==> src/rtl/fifo_word_packer.sv <==
// fifo_word_packer
//   Pops N-bit words from an upstream FIFO read port and packs K consecutive
//   words into one N*K-bit packet presented on a valid/ready port. A level
//   flush request emits whatever is assembled as a short packet so the
//   upstream FIFO can be drained at end of stream.
//
// Ports
//   clk        rising-edge clock
//   rst_n      asynchronous active-low reset
//   in_empty   upstream FIFO empty
//   in_rdata   upstream FIFO read data (valid while in_empty=0)
//   in_re      upstream FIFO pop strobe
//   flush      level request to emit the current partial packet
//   out_valid  packet available
//   out_ready  downstream accepts the packet this cycle
//   out_data   packet, word i in bits [N*i+N-1:N*i]
//   out_count  number of valid words in out_data (1..K)
module fifo_word_packer #(
    parameter int N = 32,
    parameter int K = 4
) (
    input  logic                   clk,
    input  logic                   rst_n,
    input  logic                   in_empty,
    input  logic [N-1:0]           in_rdata,
    output logic                   in_re,
    input  logic                   flush,
    output logic                   out_valid,
    input  logic                   out_ready,
    output logic [N*K-1:0]         out_data,
    output logic [$clog2(K+1)-1:0] out_count
);
    localparam int CNTW = $clog2(K);
    localparam int CW   = $clog2(K + 1);
    localparam logic [CNTW-1:0] CNT_LAST = CNTW'(K - 1);

    logic [CNTW-1:0]    cnt_q, cnt_d;
    logic [(K-1)*N-1:0] asm_q, asm_d;
    logic               out_valid_q, out_valid_d;
    logic [N*K-1:0]     out_data_q, out_data_d;
    logic [CW-1:0]      out_count_q, out_count_d;

    logic           out_free;
    logic           at_last;
    logic           pop;
    logic           flush_fire;
    logic           load;
    logic [N*K-1:0] pkt;

    always_comb begin
        out_free   = !out_valid_q || out_ready;
        at_last    = (cnt_q == CNT_LAST);
        // The last slot can only be filled when the output register can take
        // the completed packet in the same cycle.
        pop        = rst_n && !in_empty && (!at_last || out_free);
        flush_fire = flush && out_free && ((cnt_q != '0) || pop);
        load       = (pop && at_last) || flush_fire;

        // Unused assembly slots are always zero, so the popped word can simply
        // be dropped into slot cnt on top of the zero-padded buffer.
        pkt = {{N{1'b0}}, asm_q};
        if (pop) begin
            pkt[int'(cnt_q)*N +: N] = in_rdata;
        end

        cnt_d       = cnt_q;
        asm_d       = asm_q;
        out_valid_d = out_valid_q;
        out_data_d  = out_data_q;
        out_count_d = out_count_q;

        if (load) begin
            out_data_d  = pkt;
            out_count_d = CW'(cnt_q) + CW'(pop);
            out_valid_d = 1'b1;
            cnt_d       = '0;
            asm_d       = '0;
        end else begin
            // load covers pop at the last slot, so cnt < K-1 here
            if (pop) begin
                asm_d[int'(cnt_q)*N +: N] = in_rdata;
                cnt_d = cnt_q + CNTW'(1);
            end
            if (out_ready) begin
                out_valid_d = 1'b0;
            end
        end
    end

    always_ff @(posedge clk or negedge rst_n) begin
        if (!rst_n) begin
            cnt_q       <= '0;
            asm_q       <= '0;
            out_valid_q <= 1'b0;
            out_data_q  <= '0;
            out_count_q <= '0;
        end else begin
            cnt_q       <= cnt_d;
            asm_q       <= asm_d;
            out_valid_q <= out_valid_d;
            out_data_q  <= out_data_d;
            out_count_q <= out_count_d;
        end
    end

    assign in_re     = pop;
    assign out_valid = out_valid_q;
    assign out_data  = out_data_q;
    assign out_count = out_count_q;

endmodule

==> config.mk <==
export PLATFORM = sky130hd
export DESIGN_NAME = fifo_word_packer
export DESIGN_NICKNAME = d
export VERILOG_FILES = /design/src/rtl/fifo_word_packer.sv
export SDC_FILE = /design/constraint.sdc
export NUM_CORES = 1
export LEC_CHECK = 0
export ABC_AREA = 1
export CORE_UTILIZATION = 53
export DETAILED_ROUTE_END_ITERATION = 7
export PLACE_DENSITY = 0.8
export SETUP_SLACK_MARGIN = 0.2
export SYNTH_ARGS = -nofsm -noshare
export SYNTH_HDL_FRONTEND = slang
export SYNTH_SLANG_ARGS = --single-unit
==> constraint.sdc <==
create_clock -name clk -period 2.7 [get_ports clk]
set_clock_uncertainty 0.1 [all_clocks]
set_input_delay 0.54 -clock clk [delete_from_list [all_inputs] [get_ports clk]]
set_output_delay 0.54 -clock clk [all_outputs]
set_load 0.01 [all_outputs]
==> impl_results.md <==
- Worst-path fanout max: 5
- Hold Vio Cnt, Final: 0
- Initial Util: roughly 55%
- Hold WC Path Type: primary input to asynchronous set/reset pin
- Synthesized flop and latch total: 230
- Worst Max-Slew Pin Slew: about 720 ps
- Critical register-to-register path startpoint: cnt_q[0]$_DFFE_PN0P_
- M2 GR Usage: a little over two fifths
- CP Data Arrival Time: between 1500 and 2000 ps
- Fmax: roughly 420 MHz
- First-pass GRT wire length: approximately 43 mm
- Outcome: complete, but fails checks
- Ports: 170
- 1st-iter DRT viols: just under 800
- Port bufs: around 170
- Final setup TNS: 0 ps
- Row cnt: 49
- # Max-Cap Violations: 0
- Avg Cell Area, Syn: 8.538 µm²
- Crit Path Category: register to output port
- Yosys warns: 0
- Die footprint: 19390 µm²
- Power density over the cells: 833.6 nW/µm²
- Total Power: 10.56 mW
- Via count of the first global-routing pass: 8089
- Via count: between 8000 and 9000
- Fillers: 1397
- Post-DP HPWL: between 15 and 20 mm
- Tcrit/Tclk final: 88.68%
- Nets@finish: ~1400
- CTS hold repair buffers: 0
- Clk_lat worst skew: between 500 and 600 ps
- M1 GR Usage: about two fifths
- Syn_nets: around 1200
- Tmin final: 2394 ps
- Largest net degree at the start of global routing: ~140
- Clock tree sinks: 230
- Multi-input logic area: around 3700 µm²
- DRC Markers: 15
- Clock transition at path regs: around 60 ps
- Initial antenna violation count: 0
- Fraction of layout cells with a size suffix above 1: roughly 6.2%
- Clock Tree Buf Depth: 3
- Crit. End Element: output port
- Origin of the worst setup path: cnt_q[1]$_DFFE_PN0P_
- Cell area after synthesis: about 10000 µm²
- Total core area: roughly 18000 µm²
- Commonest non-fill, non-tap cell in the layout: nand2_1
- Unrepaired setup endpoints after global routing: no
- H-tree levels: 1
- Distinct cells, synth: 22
- Die Span Y: approximately 140 µm
- Req. time, crit path: just over 2000 ps
- Slew headroom: between 50% and 60%
- Gpl congestion: 0.8928
- Met3 Use GR: roughly 5.2%
- Die W: 139.2 µm
- DRT Pass-1 Iters: 8
- FF/Latch Area: about 5800 µm²
- Mapped Cells: between 1000 and 1500
- GRT Util Overall: between 20 and 30%
- Post-route ant nets: 0
- Area growth, synth to finish: 26.93%
- Maximum vdd drop: approximately 0.46 mV
- Clk root buf: clkbuf_16
- Critical Path Start Type: register
- Failing checks: DRC
- Total Wirelength: ~27 mm
- Static Leak: between 6 and 7 nW
- Most frequent cells in the layout: nand2_1 (486), dfrtp_1 (229), clkdlybuf4s50_1 (167), and2_1 (86), nand3_1 (75)
- Final setup viols: 0
- Via density: about 5.4
- Pins Over Slew Limit: 0
- Busiest grt layer: met2
- WL/cell: 17.54 µm
- GRT overflow: 0
- Antenna cell count: 0
- Post-synthesis sequential area ratio: ~58%
- Total CTS buffers: 24
- CTS tree: done
[worst max-delay path, cell delays in order, from the launching register on]
cell	delay [ps]
dfrtp_1	430
ha_1	240
nand3_2	90
nand2_1	70
inv_1	120
dlygate4sd2_1	280
[routing by layer]
layer,up-vias,wire length (µm)
met5,-,0
met4,0,1373
met3,79,2301
met2,404,12220
met1,4030,11450
li1,3975,-
[power breakdown]
part / leakage, nW / internal, mW / switching, mW
Combinational: 2.55 / 1.02 / 2.33
Clock: 0.389 / 1.93 / 1.36
Sequential: 3.20 / 3.75 / 0.171
[logic make-up after synthesis]
group                      after synthesis  share of synthesized area [%]
and+or+nand+nor                        703                          30.53
DFF                                    230                          57.67
AOI/OAI and AO/OA                      119                          5.967
buffers and inverters                  110                          4.964
adders and majority gates                7                         0.8775
[synth_stat cells]
cell,number,area share [%]
o21ai_1,53,2.7
buf_4,3,0.23
buf_6,2,0.23
nor2_4,2,0.23
o21ai_0,56,2.8
clkbuf_1,27,1.0
nor3_1,1,0.050
nand2_1,488,18
nor2_1,24,0.90
inv_1,26,0.98
clkinv_1,2,0.075
nor2_2,1,0.063
and2_1,86,5.4
nand3_2,4,0.40
ha_1,7,0.88
a21oi_1,10,0.50
nand3_1,75,3.8
nand4_1,22,1.4
buf_2,45,2.3
inv_2,3,0.11
buf_1,2,0.075
dfrtp_1,230,58
[final cells by class]
type,count,area share [%]
tap,229,2.262
timing repair buffer,197,15.57
clock inverter,7,0.5827
clock buffer,36,5.649
sequential,230,45.44
inverter,31,0.9580
multi-input combinational,829,29.54
[flip-flops by register name (all words and copies together) (netlist names)]
name / cells
asm_q: 96
cnt_q: 2
out_count: 3
out_data: 128
out_valid: 1
[repair_timing]
item / CTS / global route
endpoints found under the setup margin: 21 / 66
buffers inserted: 0 / 0
gates resized for setup: 2 / 2
[per-stage QoR]
stage	instances	hold slack (ps)	setup WS [ps]	util [%]	instance area, µm²
3_3_place_gp	1516	357.4	145.4	65.19	11870
5_1_grt	1559	60.02	212.9	69.57	12670
2_1_floorplan	1169	144.4	532.2	-	9981
3_5_place_dp	1516	363.5	156.5	65.19	11870
6_report	1559	10.01	305.8	69.57	12670
4_1_cts	1559	27.87	242.1	69.53	12660
[final timing paths]
path	to	cells past startpoint	slack, ps
max	in_re	5	310
min	out_data[57]$_DFFE_PN0P_	2	10
max reg2reg	out_data[7]$_DFFE_PN0P_	9	380
min reg2reg	out_data[37]$_DFFE_PN0P_	2	380
max in group asynchronous	cnt_q[0]$_DFFE_PN0P_	3	1330
min in group clk	out_data[37]$_DFFE_PN0P_	2	380
No activity file was read; power rests on OpenSTA's default activity.
